### config.mk
export PLATFORM = sky130hd
export DESIGN_NAME = draw_cmd_encoder_flat
export DESIGN_NICKNAME = d
export VERILOG_FILES = /design/src/rtl/draw_cmd_encoder_if.sv /design/src/rtl/draw_cmd_encoder.sv /design/src/flat_wrapper.sv
export SDC_FILE = /design/constraint.sdc
export NUM_CORES = 1
export LEC_CHECK = 0
export CAP_MARGIN = 5
export CORE_ASPECT_RATIO = 2
export CORE_UTILIZATION = 40
export CTS_CLUSTER_DIAMETER = 200
export DETAILED_ROUTE_END_ITERATION = 16
export GPL_TIMING_DRIVEN = 0
export PLACE_DENSITY_LB_ADDON = 0.25
export SYNTH_ARGS = -nofsm -noshare
export SYNTH_HDL_FRONTEND = slang
export SYNTH_SLANG_ARGS = --single-unit
### constraint.sdc
create_clock -name clk -period 4.3 [get_ports clk]
set_clock_uncertainty 0.05 [all_clocks]
set_input_delay 0.86 -clock clk [delete_from_list [all_inputs] [get_ports clk]]
set_output_delay 0.86 -clock clk [all_outputs]
set_load 0.01 [all_outputs]
### src/rtl/draw_cmd_encoder_if.sv
// Draw-request handshake, string-lookup side channel and FIFO command port
// shared by the request producers, the command encoder and the command FIFO.
interface draw_cmd_encoder_if #(
  parameter int H_PHY_WIDTH    = 10,
  parameter int V_PHY_WIDTH    = 9,
  parameter int COLOR_ID_WIDTH = 8,
  parameter int STR_LEN_WIDTH  = 5
);
  logic                      req_vld;
  logic                      req_rdy;
  logic [2:0]                req_op;
  logic [H_PHY_WIDTH-1:0]    req_x0;
  logic [V_PHY_WIDTH-1:0]    req_y0;
  logic [H_PHY_WIDTH-1:0]    req_x1;
  logic [V_PHY_WIDTH-1:0]    req_y1;
  logic [COLOR_ID_WIDTH-1:0] req_fg;
  logic [COLOR_ID_WIDTH-1:0] req_bg;
  logic [7:0]                req_code;
  logic [3:0]                req_size;
  logic [STR_LEN_WIDTH-1:0]  req_len;
  logic [STR_LEN_WIDTH-1:0]  str_idx;
  logic [7:0]                str_code;
  logic                      enb;
  logic [31:0]               cmd;
  logic                      cmd_vld;
  logic                      busy;
  logic                      err;

  // Request producer / string table / FIFO side
  modport master (
    output req_vld, req_op, req_x0, req_y0, req_x1, req_y1,
           req_fg, req_bg, req_code, req_size, req_len, str_code, enb,
    input  req_rdy, str_idx, cmd, cmd_vld, busy, err
  );

  // Encoder side
  modport slave (
    input  req_vld, req_op, req_x0, req_y0, req_x1, req_y1,
           req_fg, req_bg, req_code, req_size, req_len, str_code, enb,
    output req_rdy, str_idx, cmd, cmd_vld, busy, err
  );
endinterface

### src/rtl/draw_cmd_encoder.sv
// Draw-command encoder: turns high-level draw requests into 32-bit command
// FIFO words for the superpixel, rectangle and character drawers, and expands
// strings into per-character word pairs, throttled by the FIFO room flag.
module draw_cmd_encoder #(
  parameter int H_LOGIC_WIDTH  = 5,
  parameter int V_LOGIC_WIDTH  = 5,
  parameter int H_PHY_WIDTH    = 10,
  parameter int V_PHY_WIDTH    = 9,
  parameter int H_PHY_MAX      = 639,
  parameter int COLOR_ID_WIDTH = 8,
  parameter int STR_LEN_WIDTH  = 5
) (
  input logic               clk,
  input logic               rst,
  draw_cmd_encoder_if.slave bus
);

  typedef enum logic [1:0] {
    IDLE   = 2'd0,
    FETCH  = 2'd1,
    WORD_A = 2'd2,
    WORD_B = 2'd3
  } state_t;

  localparam logic [2:0] OP_SPIXEL = 3'd0;
  localparam logic [2:0] OP_SRECT  = 3'd1;
  localparam logic [2:0] OP_PRECT  = 3'd2;
  localparam logic [2:0] OP_CHAR   = 3'd3;
  localparam logic [2:0] OP_STRING = 3'd4;

  localparam logic [3:0] CODE_SPIXEL = 4'h0;
  localparam logic [3:0] CODE_SRECT  = 4'h1;
  localparam logic [3:0] CODE_PRECT  = 4'h9;
  localparam logic [3:0] CODE_CHAR   = 4'hA;

  // Right-most usable column, widened by one bit so the fit test cannot wrap
  localparam logic [H_PHY_WIDTH:0] X_LIMIT = (H_PHY_WIDTH + 1)'(H_PHY_MAX);

  state_t                    state_r;
  logic [2:0]                op_r;
  logic [H_PHY_WIDTH-1:0]    x0_r;
  logic [V_PHY_WIDTH-1:0]    y0_r;
  logic [H_PHY_WIDTH-1:0]    x1_r;
  logic [V_PHY_WIDTH-1:0]    y1_r;
  logic [COLOR_ID_WIDTH-1:0] fg_r;
  logic [COLOR_ID_WIDTH-1:0] bg_r;
  logic [7:0]                code_r;
  logic [3:0]                size_r;
  logic [STR_LEN_WIDTH-1:0]  len_r;
  logic [STR_LEN_WIDTH-1:0]  idx_r;
  logic [31:0]               cmd_r;
  logic                      cmd_vld_r;
  logic                      err_r;

  logic [31:0]               word_a_s;
  logic [31:0]               word_b_s;
  logic [H_PHY_WIDTH-1:0]    x_step_s;
  logic [H_PHY_WIDTH:0]      char_end_s;
  logic                      char_fits_s;
  logic                      more_chars_s;

  function automatic logic [31:0] word_spixel(input logic [H_LOGIC_WIDTH-1:0]  x,
                                              input logic [V_LOGIC_WIDTH-1:0]  y,
                                              input logic [COLOR_ID_WIDTH-1:0] fg);
    return {CODE_SPIXEL, x, y, fg, 10'd0};
  endfunction

  function automatic logic [31:0] word_srect(input logic [H_LOGIC_WIDTH-1:0]  x0,
                                             input logic [V_LOGIC_WIDTH-1:0]  y0,
                                             input logic [H_LOGIC_WIDTH-1:0]  x1,
                                             input logic [V_LOGIC_WIDTH-1:0]  y1,
                                             input logic [COLOR_ID_WIDTH-1:0] fg);
    return {CODE_SRECT, x0, y0, x1, y1, fg};
  endfunction

  // Bit 0 tells the rectangle drawer whether this is the closing corner
  function automatic logic [31:0] word_prect(input logic [H_PHY_WIDTH-1:0]    x,
                                             input logic [V_PHY_WIDTH-1:0]    y,
                                             input logic [COLOR_ID_WIDTH-1:0] fg,
                                             input logic                      last);
    return {CODE_PRECT, x, y, fg, last};
  endfunction

  function automatic logic [31:0] word_char_a(input logic [COLOR_ID_WIDTH-1:0] fg,
                                              input logic [COLOR_ID_WIDTH-1:0] bg,
                                              input logic [3:0]                size);
    return {CODE_CHAR, fg, bg, size, 7'd0, 1'b0};
  endfunction

  function automatic logic [31:0] word_char_b(input logic [H_PHY_WIDTH-1:0] x,
                                              input logic [V_PHY_WIDTH-1:0] y,
                                              input logic [7:0]             code);
    return {CODE_CHAR, x, y, code, 1'b1};
  endfunction

  // Character cell width is 8 pixels per scale step; size_r is never 0
  assign x_step_s     = {{(H_PHY_WIDTH - 7){1'b0}}, size_r, 3'b000};
  assign char_end_s   = {1'b0, x0_r} + {1'b0, x_step_s} - {{H_PHY_WIDTH{1'b0}}, 1'b1};
  assign char_fits_s  = (char_end_s <= X_LIMIT);
  assign more_chars_s = (({1'b0, idx_r} + {{STR_LEN_WIDTH{1'b0}}, 1'b1}) < {1'b0, len_r});

  // Assemble the opening and closing word of the current request from its latched fields
  always_comb begin
    word_a_s = 32'd0;
    word_b_s = 32'd0;
    case (op_r)
      OP_SPIXEL: begin
        word_b_s = word_spixel(x0_r[H_LOGIC_WIDTH-1:0], y0_r[V_LOGIC_WIDTH-1:0], fg_r);
      end
      OP_SRECT: begin
        word_b_s = word_srect(x0_r[H_LOGIC_WIDTH-1:0], y0_r[V_LOGIC_WIDTH-1:0],
                              x1_r[H_LOGIC_WIDTH-1:0], y1_r[V_LOGIC_WIDTH-1:0], fg_r);
      end
      OP_PRECT: begin
        word_a_s = word_prect(x0_r, y0_r, fg_r, 1'b0);
        word_b_s = word_prect(x1_r, y1_r, fg_r, 1'b1);
      end
      OP_CHAR, OP_STRING: begin
        word_a_s = word_char_a(fg_r, bg_r, size_r);
        word_b_s = word_char_b(x0_r, y0_r, code_r);
      end
      default: begin
        word_a_s = 32'd0;
        word_b_s = 32'd0;
      end
    endcase
  end

  // Request sequencer: capture, string fetch, word emission gated by FIFO room
  always_ff @(posedge clk or posedge rst) begin
    if (rst) begin
      state_r   <= IDLE;
      op_r      <= 3'd0;
      x0_r      <= '0;
      y0_r      <= '0;
      x1_r      <= '0;
      y1_r      <= '0;
      fg_r      <= '0;
      bg_r      <= '0;
      code_r    <= 8'd0;
      size_r    <= 4'd1;
      len_r     <= '0;
      idx_r     <= '0;
      cmd_r     <= 32'd0;
      cmd_vld_r <= 1'b0;
      err_r     <= 1'b0;
    end else begin
      cmd_vld_r <= 1'b0;
      err_r     <= 1'b0;
      case (state_r)
        IDLE: begin
          if (bus.req_vld) begin
            op_r   <= bus.req_op;
            x0_r   <= bus.req_x0;
            y0_r   <= bus.req_y0;
            x1_r   <= bus.req_x1;
            y1_r   <= bus.req_y1;
            fg_r   <= bus.req_fg;
            bg_r   <= bus.req_bg;
            code_r <= bus.req_code;
            size_r <= (bus.req_size == 4'd0) ? 4'd1 : bus.req_size;
            len_r  <= bus.req_len;
            case (bus.req_op)
              OP_SPIXEL, OP_SRECT: state_r <= WORD_B;
              OP_PRECT, OP_CHAR:   state_r <= WORD_A;
              OP_STRING: begin
                idx_r   <= '0;
                state_r <= (bus.req_len != '0) ? FETCH : IDLE;
              end
              default: begin
                err_r   <= 1'b1;
                state_r <= IDLE;
              end
            endcase
          end else begin
            state_r <= IDLE;
          end
        end
        FETCH: begin
          // str_code now reflects str_idx; a character that would cross the
          // right edge ends the string and drops the rest of it
          code_r  <= bus.str_code;
          state_r <= char_fits_s ? WORD_A : IDLE;
        end
        WORD_A: begin
          if (bus.enb) begin
            cmd_r     <= word_a_s;
            cmd_vld_r <= 1'b1;
            state_r   <= WORD_B;
          end else begin
            state_r   <= WORD_A;
          end
        end
        WORD_B: begin
          if (bus.enb) begin
            cmd_r     <= word_b_s;
            cmd_vld_r <= 1'b1;
            if ((op_r == OP_STRING) && more_chars_s) begin
              x0_r    <= x0_r + x_step_s;
              idx_r   <= idx_r + {{(STR_LEN_WIDTH - 1){1'b0}}, 1'b1};
              state_r <= FETCH;
            end else begin
              state_r <= IDLE;
            end
          end else begin
            state_r <= WORD_B;
          end
        end
        default: state_r <= IDLE;
      endcase
    end
  end

  assign bus.req_rdy = (state_r == IDLE);
  assign bus.busy    = (state_r != IDLE);
  assign bus.str_idx = idx_r;
  assign bus.cmd     = cmd_r;
  assign bus.cmd_vld = cmd_vld_r;
  assign bus.err     = err_r;

endmodule
### src/flat_wrapper.sv
// flat-port wrapper written by rule: the top's interface ports become plain ports
module draw_cmd_encoder_flat 
#(
  parameter int H_LOGIC_WIDTH  = 5,
  parameter int V_LOGIC_WIDTH  = 5,
  parameter int H_PHY_WIDTH    = 10,
  parameter int V_PHY_WIDTH    = 9,
  parameter int H_PHY_MAX      = 639,
  parameter int COLOR_ID_WIDTH = 8,
  parameter int STR_LEN_WIDTH  = 5
)
  (clk, rst, bus_req_vld, bus_req_op, bus_req_x0, bus_req_y0, bus_req_x1, bus_req_y1, bus_req_fg, bus_req_bg, bus_req_code, bus_req_size, bus_req_len, bus_str_code, bus_enb, bus_req_rdy, bus_str_idx, bus_cmd, bus_cmd_vld, bus_busy, bus_err);
  draw_cmd_encoder_if #(.H_PHY_WIDTH(H_PHY_WIDTH), .V_PHY_WIDTH(V_PHY_WIDTH), .COLOR_ID_WIDTH(COLOR_ID_WIDTH), .STR_LEN_WIDTH(STR_LEN_WIDTH)) bus_i ();
  input logic clk;
  input logic rst;
  input wire logic [$bits(bus_i.req_vld)-1:0] bus_req_vld;
  input wire logic [$bits(bus_i.req_op)-1:0] bus_req_op;
  input wire logic [$bits(bus_i.req_x0)-1:0] bus_req_x0;
  input wire logic [$bits(bus_i.req_y0)-1:0] bus_req_y0;
  input wire logic [$bits(bus_i.req_x1)-1:0] bus_req_x1;
  input wire logic [$bits(bus_i.req_y1)-1:0] bus_req_y1;
  input wire logic [$bits(bus_i.req_fg)-1:0] bus_req_fg;
  input wire logic [$bits(bus_i.req_bg)-1:0] bus_req_bg;
  input wire logic [$bits(bus_i.req_code)-1:0] bus_req_code;
  input wire logic [$bits(bus_i.req_size)-1:0] bus_req_size;
  input wire logic [$bits(bus_i.req_len)-1:0] bus_req_len;
  input wire logic [$bits(bus_i.str_code)-1:0] bus_str_code;
  input wire logic [$bits(bus_i.enb)-1:0] bus_enb;
  output wire logic [$bits(bus_i.req_rdy)-1:0] bus_req_rdy;
  output wire logic [$bits(bus_i.str_idx)-1:0] bus_str_idx;
  output wire logic [$bits(bus_i.cmd)-1:0] bus_cmd;
  output wire logic [$bits(bus_i.cmd_vld)-1:0] bus_cmd_vld;
  output wire logic [$bits(bus_i.busy)-1:0] bus_busy;
  output wire logic [$bits(bus_i.err)-1:0] bus_err;
  assign bus_i.req_vld = bus_req_vld;
  assign bus_i.req_op = bus_req_op;
  assign bus_i.req_x0 = bus_req_x0;
  assign bus_i.req_y0 = bus_req_y0;
  assign bus_i.req_x1 = bus_req_x1;
  assign bus_i.req_y1 = bus_req_y1;
  assign bus_i.req_fg = bus_req_fg;
  assign bus_i.req_bg = bus_req_bg;
  assign bus_i.req_code = bus_req_code;
  assign bus_i.req_size = bus_req_size;
  assign bus_i.req_len = bus_req_len;
  assign bus_i.str_code = bus_str_code;
  assign bus_i.enb = bus_enb;
  assign bus_req_rdy = bus_i.req_rdy;
  assign bus_str_idx = bus_i.str_idx;
  assign bus_cmd = bus_i.cmd;
  assign bus_cmd_vld = bus_i.cmd_vld;
  assign bus_busy = bus_i.busy;
  assign bus_err = bus_i.err;
  draw_cmd_encoder #(.H_LOGIC_WIDTH(H_LOGIC_WIDTH), .V_LOGIC_WIDTH(V_LOGIC_WIDTH), .H_PHY_WIDTH(H_PHY_WIDTH), .V_PHY_WIDTH(V_PHY_WIDTH), .H_PHY_MAX(H_PHY_MAX), .COLOR_ID_WIDTH(COLOR_ID_WIDTH), .STR_LEN_WIDTH(STR_LEN_WIDTH)) u_core (.clk(clk), .rst(rst), .bus(bus_i));
endmodule
Word-level counts from Yosys, hierarchy flattened
Index checks and enable logic that the tools add are counted.
Widths: inputs -> output; s select.

word-level totals
  register bits = 115
  input bits = 86
  output and inout port bits = 41
  logic and storage cells = 88

cells by class
  add/subtract/negate cells = 5
  magnitude comparators = 2
  equal/unequal tests = 16
  mux-type cells = 30
  reduce and logical (&&, ||, !) cells = 20

operators with widths
  operator               count
  $pmux 32 s2            2
  $pmux 32 s4            1
  $mux 32                2
  $mux 10                3
  $mux 5                 4
  $pmux 10 s2            1
  $pmux 8 s2             1
  $eq 3x2->1 const B     4
  $add 10x7->11          1
  $le 11x10->1 const B   1
  $sub 11x1->11 const B  1
  $add 10x7->10          1
  $pmux 5 s2             1
  $mux 1                 8
  $mux 8                 1
  $pmux 2 s4             1
  $reduce_bool 2->1      4
  $reduce_or 2->1        4
  $add 5x1->6 const B    1
  $eq 3x1->1 const B     2
  $eq 3x3->1 const B     2
  $logic_not 3->1        2
  $lt 6x5->1             1
  $mux 2                 3
  16 further kinds       21

Logic depth before layout (Yosys ltp)
Gate-level depths: netlist (run 1).

  depth in word-level cells = 6
  mapped depth = 11
  mapped depth without buffers = 10

Least setup slack after synthesis (run 1)
OpenSTA, ideal clock, no wires.

  path kind = register -> register
  start = reg u_core.size_r[0]
  end = reg u_core.state_r[1]
  setup time = 133 ps
  arrival time = 2147 ps
  data required time = 4117 ps
  path slack = 1970 ps
  cell stages (with the launch flop) = 11
  buffers on the path = 0
  period minus slack after synthesis = 2330 ps
  path through = dfstp_2 inv_1 ha_1 inv_1 ha_1 nor2_1 or3_1 a221oi_1 a31oi_1 o211ai_1 a31oi_1

between the ends
  longest elaborated chain between the ends = 5

ends and longest elaborated chain
  what                    RTL line                 source
  from (decl)             draw_cmd_encoder.sv:48   logic [3:0] size_r;
  from (signal assigned)  draw_cmd_encoder.sv:161  size_r <= (bus.req_size == 4'd0) ? 4'd1 : bus.req_size;
  $add 10x7->11           draw_cmd_encoder.sv:98   assign char_end_s = {1'b0, x0_r} + {1'b0, x_step_s} - {{H_PHY_WIDTH{1'b0}}, 1'b1};
  $sub 11x1->11           draw_cmd_encoder.sv:98
  $le 11x10->1            draw_cmd_encoder.sv:99   assign char_fits_s = (char_end_s <= X_LIMIT);
  $mux 2                  draw_cmd_encoder.sv:183  state_r <= char_fits_s ? WORD_A : IDLE;
  $pmux 2 s4              draw_cmd_encoder.sv:150  case (state_r)
  to (signal assigned)    draw_cmd_encoder.sv:168  state_r <= (bus.req_len != '0) ? FETCH : IDLE;
  to (signal assigned)    draw_cmd_encoder.sv:183
  to (decl)               draw_cmd_encoder.sv:39   state_t state_r;

Every way passes these cells.
A chain may end at the register's enable or synchronous reset.

Worst setup path in the final report (run 1)
Same ends and word-level chain as after synthesis.

==> out/qor.csv, run 1 <==
stage;metric;value;unit
detailed_routing;Final ANT Viol Nets;0;
setup_path;Worst Setup End Kind;flop;
setup_path;CP Launch Type;flop;
cts;post_cts resized;0;
layout;FILL cells;1467;
synthesis;number of synthesized flops with an enable pin;0;
cts;Hold-fix buffers, CTS;0;
cts;TritonCTS buffer count;17;
placed_design;Buffers on Ports;125;
cts;CTS tree;built;
timing;RSZ-0062 raised after global routing;false;
timing;Rel. slew slack;35.3;%
floorplan;Cell Rows;64;
setup_path;reg2reg setup slack;1.58;ns
detailed_routing;Final Routed Wirelength;20.9;mm
synthesis;FF+latch count, synth;114;
floorplan;chip width;90.8;um
detailed_routing;Initial DRT Pass Iterations;6;
power;Clk pwr share;20.0;%
global_routing;GR Layer Usage met1;27.5;%
timing;f_max;368;MHz
setup_path;Critical Path RT;4.58;ns
synthesis;syn_nets;828;
placed_design;GPL Wtd Cong;0.956;
power;Sw Share;44.2;%
hold_path;Hold Path Stages;2;
hold_path;Hold Crit Class;flop to flop;
cts;CTS sink count;114;
global_routing;total gr overflow;0;
detailed_routing;DRC;0;
cts;postcts setup bufs;0;
power;Leak;3.73;nW
synthesis;syn_area_per_cell;8.81;um2
global_routing;first-pass GRT wire length;32.8;mm
timing;final number of max-transition violations;0;
global_routing;met2 usage;49.5;%
layout;Nets;973;
detailed_routing;vias after detailed routing;5972;
power;sw power;3.15;mW
synthesis;Mapped Cells;716;
synthesis;Yosys top cell area share;44.9;%
synthesis;Top FF cell, synth;dfrtp_1;
cts;Worst-path clk slew;0.06;ns
setup_path;CP arrival;2.99;ns
floorplan;io pins;127;
layout;area delta synth->final;33.8;%
placed_design;dpl cells;1040;
cts;worst-skew pair later-pin latency;0.42;ns
timing;Tcrit/Tclk final;63.2;%
detailed_routing;DR vias/cell;5.57;
floorplan;Core Area;15400;um2
cts;CTS max path bufs;2;
synthesis;sequential area share after synthesis;45.3;%
synthesis;Synth area leader;dfrtp_1;
global_routing;largest net degree at the start of global routing;60;
power;Reg power frac;29.7;%
timing;Final min period;2.72;ns
layout;commonest cells after routing, fill and taps aside;nand2_1, clkdlybuf4s50_1, dfrtp_1, o21ai_0, inv_1;
power;VDD IR-drop max;0.453;mV
global_routing;layer with the highest usage;met2;
global_routing;antenna violations before repair;0;
global_routing;gr usage total;26.7;%
layout;post-layout util;54.9;%
placed_design;dpl cell area;7840;um2
global_routing;met3 Resource Use GR;3.89;%
power;Pint;3.97;mW
synthesis;synth top area cells;dfrtp_1, nand2_1, ha_1, a22oi_1, o21ai_0;
timing;Fin Setup TNS;0;ns
layout;# diodes;0;
timing;final hold vios;0;
layout;share of cells above drive strength 1;7.89;%
detailed_routing;WL/cell;19.5;um
setup_path;worst-case reg-to-reg path depth;10;
synthesis;Post-synth ARST share;100;%
cts;# H-tree levels;4;
timing;endpoints failing setup;0;
detailed_routing;initial drt markers;564;
layout;non-filler cells, final;1072;
setup_path;largest fanout on the critical path;6;
synthesis;unique cell type count in the Yosys netlist;65;
synthesis;Netlist Area Pre-Place;6300;um2
status;outcome;completed;
layout;commonest non-fill, non-tap cell in the layout;nand2_1;
placed_design;DP Wirelength;16.0;mm
power;combinational power share;50.4;%
global_routing;number of global-route vias before repair;6050;
synthesis;Ys Warns;0;
setup_path;Crit Path Category;flop to flop;
layout;cell area after layout;8430;um2
floorplan;die area;16300;um2
floorplan;Die Span Y;180;um
timing;hold_ws;0.424;ns
cts;CTS root buf;clkbuf_16;
timing;Slew @ Worst Pin;0.962;ns
flow_run;max cap viols;0;
power;PwrDens;844;nW/um2
floorplan;Initial Util;41.0;%
==> stage by stage <==
| stage | power, mW | setup slack [ns] |
|---|---|---|
| finish | 7.11 | 1.58 |
| global route | 7.60 | 1.37 |
| CTS | 7.10 | 1.56 |
| detailed placement | 5.66 | 1.50 |
| global placement | 5.59 | -1.34 |
| floorplan | 4.28 | 0.376 |
==> cell type report <==
class                           count  area [um2]  area share [%]
Sequential cell                   114        2850            33.8
Multi-Input combinational cell    518        3100            36.7
Inverter                           40         155            1.84
Tap cell                          198         248            2.94
Clock buffer                       18         439            5.21
Buffer                             44         203            2.40
Clock inverter                     14         158            1.87
Timing Repair Buffer              126        1280            15.2
==> sequential cells by signal, indices dropped and copies added, names as in the netlist <==
signal              cells
u_core.bg_r             8
u_core.bus.cmd         31
u_core.bus.cmd_vld      1
u_core.bus.err          1
u_core.bus.str_idx      5
u_core.code_r           8
u_core.fg_r             8
u_core.len_r            5
u_core.op_r             3
u_core.size_r           4
u_core.state_r          2
u_core.x0_r            10
u_core.x1_r            10
u_core.y0_r             9
u_core.y1_r             9
==> power groups by stage <==
stage | combinational, mW | sequential, mW | clock [mW]
final | 3.58 | 2.11 | 1.42
after global routing | 3.97 | 2.15 | 1.48
after CTS | 3.58 | 2.09 | 1.42
after detailed placement | 3.56 | 2.10 | 0
after global placement | 3.49 | 2.10 | 0
after floorplan | 2.33 | 1.95 | 0
==> kinds of logic (layout without fill, tap and decap cells) <==
logic type / Yosys count / after routing / synth area share, %
AND/OR/NAND/NOR: 275 / 275 / 18.2
adder cells (fa/ha/maj): 26 / 26 / 5.40
other: 1 / 1 / 0.0595
XOR/XNOR: 9 / 9 / 1.25
multiplexers: 12 / 12 / 2.74
buffers and inverters: 84 / 242 / 5.60
AO/OA/AOI/OAI: 195 / 195 / 21.5
flip-flops: 114 / 114 / 45.3
==> critical path, cell delays in order, from the launching register on <==
cell,delay (ns)
dfstp_2,0.55
inv_1,0.06
ha_1,0.28
inv_1,0.04
ha_1,0.25
a211oi_1,0.26
nor3b_1,0.12
o41ai_1,0.41
xor2_1,0.23
o211ai_1,0.15
a31oi_1,0.22
==> cells in the mapped netlist (3+ instances only) <==
library cell	n
nand2_1	212
mux4_2	4
o31ai_1	6
o221ai_1	15
ha_1	24
a22oi_1	34
a21oi_1	23
nor2b_1	9
buf_2	12
clkbuf_1	26
xnor2_1	6
xor2_1	3
o21ai_2	4
o22ai_1	3
nand3_1	7
mux2i_1	6
inv_1	38
a21o_1	3
and2_1	4
nor3_1	3
a222oi_1	7
dfrtp_1	113
a31oi_1	4
o21a_1	16
a21boi_0	5
nor2_1	24
a221oi_1	11
o21ai_0	48
==> path summary, 6_finish.rpt <==
check                                         end         startpoint
worst max-delay path            u_core.state_r[1]   u_core.size_r[0]
worst min-delay path            u_core.bus.cmd[1]  u_core.bus.cmd[1]
worst max register to register  u_core.state_r[1]   u_core.size_r[0]
worst min register to register  u_core.bus.cmd[1]  u_core.bus.cmd[1]
max in group asynchronous        u_core.size_r[0]                rst
min in group asynchronous          u_core.y1_r[5]                rst
==> per-layer routing <==
metal	vias to the layer above	part of all wire (%)	routed length, um
met4	0	6.0	1260
met5	-	0	0
met2	270	55	11400
met3	70	5.6	1170
li1	2792	-	-
met1	2840	34	7080
Power figures use the tool's default switching activity.
==> run 2: changes to the inputs <==
==> constraint.sdc (replaced) <==
create_clock -name clk -period 2.69 [get_ports clk]
set_clock_uncertainty 0.05 [all_clocks]
set_input_delay 0.538 -clock clk [delete_from_list [all_inputs] [get_ports clk]]
set_output_delay 0.538 -clock clk [all_outputs]
set_load 0.01 [all_outputs]
==> run 2 against run 1 <==
Fmax grew 2.3%. Register-to-register slack lost 1.5 ns. Critical path depth is the same. Sequential cell count is the same. Sequential share of layout area shrank 0.17 points. Critical path type unchanged. Critical endpoint unchanged.
==> out/qor.csv, run 2 (synthesized netlist as in run 1, its figures left out) <==
stage;metric;value;unit
detailed_routing;WL/cell;19.6;um
cts;CTS sink count;114;
detailed_routing;Final Routed Wirelength;21.1;mm
layout;Largest register FFs;31;
placed_design;Post-Place Worst Slack;-0.0221;ns
power;Leak;3.75;nW
floorplan;Initial Util;41.0;%
layout;Nets;975;
setup_path;Worst Setup End Kind;flop;
setup_path;Critical Path RT;2.95;ns
power;PwrDens;1350;nW/um2
floorplan;Die Span Y;180;um
placed_design;GPL Wtd Cong;0.953;
detailed_routing;Initial DRT Pass Iterations;6;
floorplan;Cell Rows;64;
status;outcome;completed;
cts;Worst-path clk slew;0.06;ns
placed_design;DP Wirelength;16.3;mm
setup_path;worst-case reg-to-reg path depth;10;
global_routing;first-pass GRT wire length;32.3;mm
hold_path;Hold Path Stages;2;
layout;commonest cells after routing, fill and taps aside;nand2_1, clkdlybuf4s50_1, dfrtp_1, o21ai_0, inv_1;
setup_path;largest fanout on the critical path;5;
cts;TritonCTS buffer count;17;
floorplan;die area;16300;um2
detailed_routing;DRC;0;
timing;Rel. slew slack;36.3;%
detailed_routing;Final ANT Viol Nets;0;
detailed_routing;initial drt markers;431;
power;VDD IR-drop max;0.687;mV
cts;# H-tree levels;4;
cts;CTS max path bufs;2;
global_routing;gr usage total;26.3;%
setup_path;Crit Path Category;flop to flop;
flow_run;max cap viols;0;
timing;Slew @ Worst Pin;0.952;ns
global_routing;total gr overflow;0;
cts;postcts setup bufs;0;
setup_path;CP arrival;2.92;ns
hold_path;Hold Crit Class;flop to flop;
layout;# diodes;0;
timing;endpoints failing setup;0;
global_routing;antenna violations before repair;0;
cts;worst-skew pair later-pin latency;0.42;ns
cts;CTS tree;built;
layout;non-filler cells, final;1074;
timing;f_max;377;MHz
timing;final number of max-transition violations;0;
placed_design;Buffers on Ports;125;
layout;area delta synth->final;34.5;%
timing;final hold vios;0;
detailed_routing;vias after detailed routing;6026;
setup_path;CP Launch Type;flop;
global_routing;number of global-route vias before repair;5958;
cts;CTS root buf;clkbuf_16;
timing;Worst Setup Slack, final;0.0361;ns
timing;Tcrit/Tclk final;98.7;%
floorplan;chip width;90.8;um
layout;share of cells above drive strength 1;9.25;%
global_routing;largest net degree at the start of global routing;43;
timing;Final min period;2.65;ns
placed_design;dpl cells;1042;
floorplan;io pins;127;
floorplan;Core Area;15400;um2
cts;Hold-fix buffers, CTS;0;
layout;commonest non-fill, non-tap cell in the layout;nand2_1;
detailed_routing;DR vias/cell;5.61;
-- run 2: cell types whose count changed in the layout (fill, tap and decap cells not counted), sizes merged --
cell	before	now
buf	19	21
clkinv	5	9
clkinvlp	6	4
inv	41	39
-- run 2: what timing repair did --
action                                  CTS  global route
endpoints found under the setup margin    1             1
gates resized for setup                   1            10
pin swaps                                 0             3
-- run 2: worst paths after layout --
kind                              startpoint            endpoint  slack (ns)
hold / removal             u_core.bus.cmd[3]   u_core.bus.cmd[3]        0.43
setup reg to reg            u_core.size_r[0]   u_core.state_r[1]        0.04
hold reg to reg            u_core.bus.cmd[3]   u_core.bus.cmd[3]        0.43
max in group asynchronous                rst  u_core.bus.cmd[27]        1.36
min in group asynchronous                rst      u_core.y1_r[0]        0.45
setup / recovery            u_core.size_r[0]   u_core.state_r[1]        0.04
-- run 2: critical path, stage by stage (launching register included) --
cell and delay (ns):
dfstp_2 0.55, inv_1 0.06, ha_1 0.29, inv_1 0.05, ha_2 0.37, nor2_1 0.07, nor3b_1 0.38, o41ai_2 0.14
xor2_1 0.22, o211ai_1 0.14, a31oi_2 0.24
-- run 2: layer usage --
layer / wire (um) / vias to the layer above / GRT usage [%] / share of wire, %
met4: 1270 / 0 / 15.5 / 6.0
met5: 0 / - / 0 / 0
li1: - / 2791 / - / -
met1: 7290 / 2908 / 27.4 / 35
met2: 11400 / 247 / 48.5 / 54
met3: 1110 / 80 / 4.23 / 5.2
-- run 2: final cells by class --
class | count | area [um2]
Inverter | 40 | 154
Clock inverter | 14 | 139
Multi-Input combinational cell | 518 | 3140
Clock buffer | 18 | 429
Sequential cell | 114 | 2860
Tap cell | 198 | 248
Fill cell | 1440 | 6890
Timing Repair Buffer | 128 | 1310
Buffer | 44 | 203
-- run 2: stage by stage --
step	TNS (ns)	instance area, um2	total power [mW]	util (%)	hold slack (ns)
detailed placement	-0.0221	7870	9.03	51.2	0.412
finish	0	8480	11.5	55.2	0.426
global placement	-45.50	7810	8.91	50.8	0.411
global route	-0.0625	8480	12.2	55.2	0.447
floorplan	0	6310	6.84	-	0.390
CTS	0	8440	11.3	54.9	0.431
-- run 2: where the power goes --
group | switching [mW] | internal, mW
combinational | 3.41 | 2.52
clock | 0.805 | 1.35
sequential | 0.842 | 2.53
total | 5.05 | 6.40
==> run 3: changes to the inputs <==
--- a/config.mk
+++ b/config.mk
@@ -5,6 +5,7 @@
 export SDC_FILE = /design/constraint.sdc
 export NUM_CORES = 1
 export LEC_CHECK = 0
+export ABC_AREA = 1
 export CAP_MARGIN = 5
 export CORE_ASPECT_RATIO = 2
 export CORE_UTILIZATION = 40
==> run 3 against run 2 <==
Fmax grew 7.1%. Critical path type unchanged. Register-to-register slack better by 0.18 ns. Core utilization is 0.50 points lower. Clock power up 6%. Sequential power down 12%. Wire length is 2.3% higher. Sequential cell count unchanged. Global-route usage grew 1.1 points. Power is 5.1% lower. First-iteration DRC count increased by 4.6%. Count of clock-buffer cells in the layout grew 4.
==> out/qor.csv, run 3 <==
stage;metric;value;unit
timing;final hold vios;0;
synthesis;most common cell in the netlist;nand2_1;
power;Leak;4.08;nW
setup_path;Worst Setup End Kind;flop;
global_routing;first-pass GRT wire length;34.3;mm
placed_design;DP Wirelength;16.4;mm
timing;Final min period;2.48;ns
layout;commonest cells after routing, fill and taps aside;nand2_1, clkdlybuf4s50_1, dfrtp_1, inv_1, o21ai_0;
cts;Hold-fix buffers, CTS;0;
synthesis;Top FF cell, synth;dfrtp_1;
layout;share of cells above drive strength 1;7.62;%
cts;Worst-path clk slew;0.06;ns
global_routing;antenna violations before repair;0;
setup_path;worst-case reg-to-reg path depth;14;
global_routing;total gr overflow;0;
timing;Slew @ Worst Pin;0.768;ns
timing;hold_ws;0.411;ns
layout;Largest register FFs;31;
setup_path;Crit Path Category;flop to flop;
power;Sw Share;44.2;%
detailed_routing;vias after detailed routing;6338;
layout;commonest non-fill, non-tap cell in the layout;nand2_1;
global_routing;GR Layer Usage met1;29.8;%
cts;CTS tree;built;
synthesis;unique cell type count in the Yosys netlist;38;
placed_design;Buffers on Ports;125;
layout;Nets;1110;
timing;endpoints failing setup;0;
detailed_routing;Final Routed Wirelength;21.6;mm
floorplan;Core Area;15800;um2
setup_path;CP arrival;2.73;ns
layout;post-layout util;54.7;%
synthesis;sequential area share after synthesis;44.1;%
layout;# diodes;0;
power;sw power;4.80;mW
synthesis;number of synthesized flops with an enable pin;0;
setup_path;Critical Path RT;2.94;ns
layout;area delta synth->final;33.3;%
global_routing;layer with the highest usage;met2;
layout;non-filler cells, final;1211;
placed_design;GPL Wtd Cong;0.961;
detailed_routing;Final ANT Viol Nets;0;
floorplan;io pins;127;
status;outcome;completed;
power;combinational power share;51.5;%
timing;f_max;404;MHz
placed_design;dpl cell area;8040;um2
floorplan;chip width;91.9;um
power;PwrDens;1260;nW/um2
flow_run;max cap viols;0;
floorplan;Cell Rows;65;
timing;Tcrit/Tclk final;92.1;%
synthesis;Ys Warns;0;
floorplan;die area;16700;um2
cts;CTS sink count;114;
cts;TritonCTS buffer count;17;
floorplan;Initial Util;41.0;%
power;Clk pwr share;21.0;%
timing;RSZ-0062 raised after global routing;false;
synthesis;Synth area leader;dfrtp_1;
synthesis;Post-synth ARST share;100;%
setup_path;CP Launch Type;flop;
timing;final number of max-transition violations;0;
global_routing;number of global-route vias before repair;6310;
synthesis;syn_area_per_cell;7.60;um2
cts;CTS root buf;clkbuf_16;
detailed_routing;WL/cell;17.8;um
detailed_routing;DRC;0;
synthesis;Yosys top cell area share;43.7;%
cts;CTS max path bufs;2;
cts;worst-skew pair later-pin latency;0.42;ns
power;Reg power frac;27.5;%
synthesis;FF+latch count, synth;114;
hold_path;Hold Crit Class;input port to async pin;
synthesis;syn_nets;963;
power;Pint;6.06;mW
timing;Rel. slew slack;48.8;%
setup_path;Worst R2R Start;u_core.bus.str_idx[0];
cts;# H-tree levels;4;
synthesis;synth top area cells;dfrtp_1, nand2_1, o21ai_0, inv_1, ha_1;
global_routing;met2 usage;49.0;%
synthesis;Netlist Area Pre-Place;6470;um2
placed_design;dpl cells;1180;
setup_path;largest fanout on the critical path;10;
detailed_routing;DR vias/cell;5.23;
synthesis;Mapped Cells;851;
power;total power;10.9;mW
setup_path;CP startpoint;u_core.bus.str_idx[0];
detailed_routing;Initial DRT Pass Iterations;6;
detailed_routing;initial drt markers;451;
layout;cell area after layout;8620;um2
power;VDD IR-drop max;0.522;mV
global_routing;gr usage total;27.3;%
global_routing;largest net degree at the start of global routing;40;
global_routing;met3 Resource Use GR;5.23;%
synthesis;most frequent cells after synthesis;nand2_1, dfrtp_1, inv_1;
floorplan;Die Span Y;182;um
==> run 3: cell count changes after synthesis, sizes merged, moves of 21 or more <==
cell,delta
inv,+65
nand2,+54
a22oi,-35
o21ai,+35
nor2,+28
a21oi,+26
nand3,+23
o22ai,+21
==> run 3: final cells by class <==
cell class | instances | area, um2
fillers | 1526 | 7150
multi-input cells | 594 | 3020
flip-flops and latches | 114 | 2850
repair buffers | 128 | 1310
clock buffers | 22 | 454
inverters | 104 | 394
well taps | 201 | 251
plain buffers | 39 | 211
clock inverters | 9 | 133
==> run 3: what timing repair did <==
item	4_1_cts	5_1_grt
setup buffers	0	0
setup endpoints to repair	0	1
gates resized for setup	0	1
==> run 3: cell families (layout without fill, tap and decap cells) <==
group           Yosys count  after routing  synth area share (%)
buf+inv                 143            302                  9.30
fa+ha+maj                26             26                  5.26
compound gates          188            188                  16.4
other cells               1              1                0.0579
mux                       2              2                 0.309
simple gates            372            372                  23.9
xor+xnor                  5              5                 0.677
flops                   114            114                  44.1
==> run 3: final timing paths <==
path	end	slack [ns]
hold reg to reg	u_core.bus.cmd[3]	0.43
hold / removal	u_core.y0_r[4]	0.41
min in group clk	u_core.bus.cmd[3]	0.43
setup reg to reg	u_core.x0_r[4]	0.21
max in group asynchronous	u_core.size_r[0]	1.62
setup / recovery	u_core.x0_r[4]	0.21
==> run 3: stage by stage <==
| step | worst slack, ns | TNS (ns) |
|---|---|---|
| detailed placement | 0.248 | 0 |
| CTS | 0.225 | 0 |
| global placement | -0.467 | -51.73 |
| global route | 0.0329 | 0 |
| floorplan | 0.484 | 0 |
| finish | 0.212 | 0 |
==> run 3: power groups by stage <==
stage	registers [mW]	logic [mW]	clock network, mW
global placement	2.98	5.45	0
global route	3.07	6.29	2.38
finish	2.98	5.60	2.28
floorplan	2.97	3.57	0
CTS	2.98	5.57	2.31
detailed placement	3.00	5.53	0
==> run 3: metal layers <==
layer  vias up  wire (um)
met5         -          0
met4         0       1090
met3        65       1130
met2       255      11400
met1      2955       7910
li1       3063          -
==> run 3: critical path: stages (launching register included) <==
cell and delay [ns]:
dfrtp_1 0.51, ha_1 0.22, nand2_1 0.06, inv_1 0.09, nand2_1 0.07, xor2_1 0.20
inv_1 0.07, ha_1 0.30, nand4_1 0.13, nand4_2 0.12, nand2_4 0.18, nand2_4 0.06
buf_6 0.17, nand2_1 0.07, o21ai_2 0.05
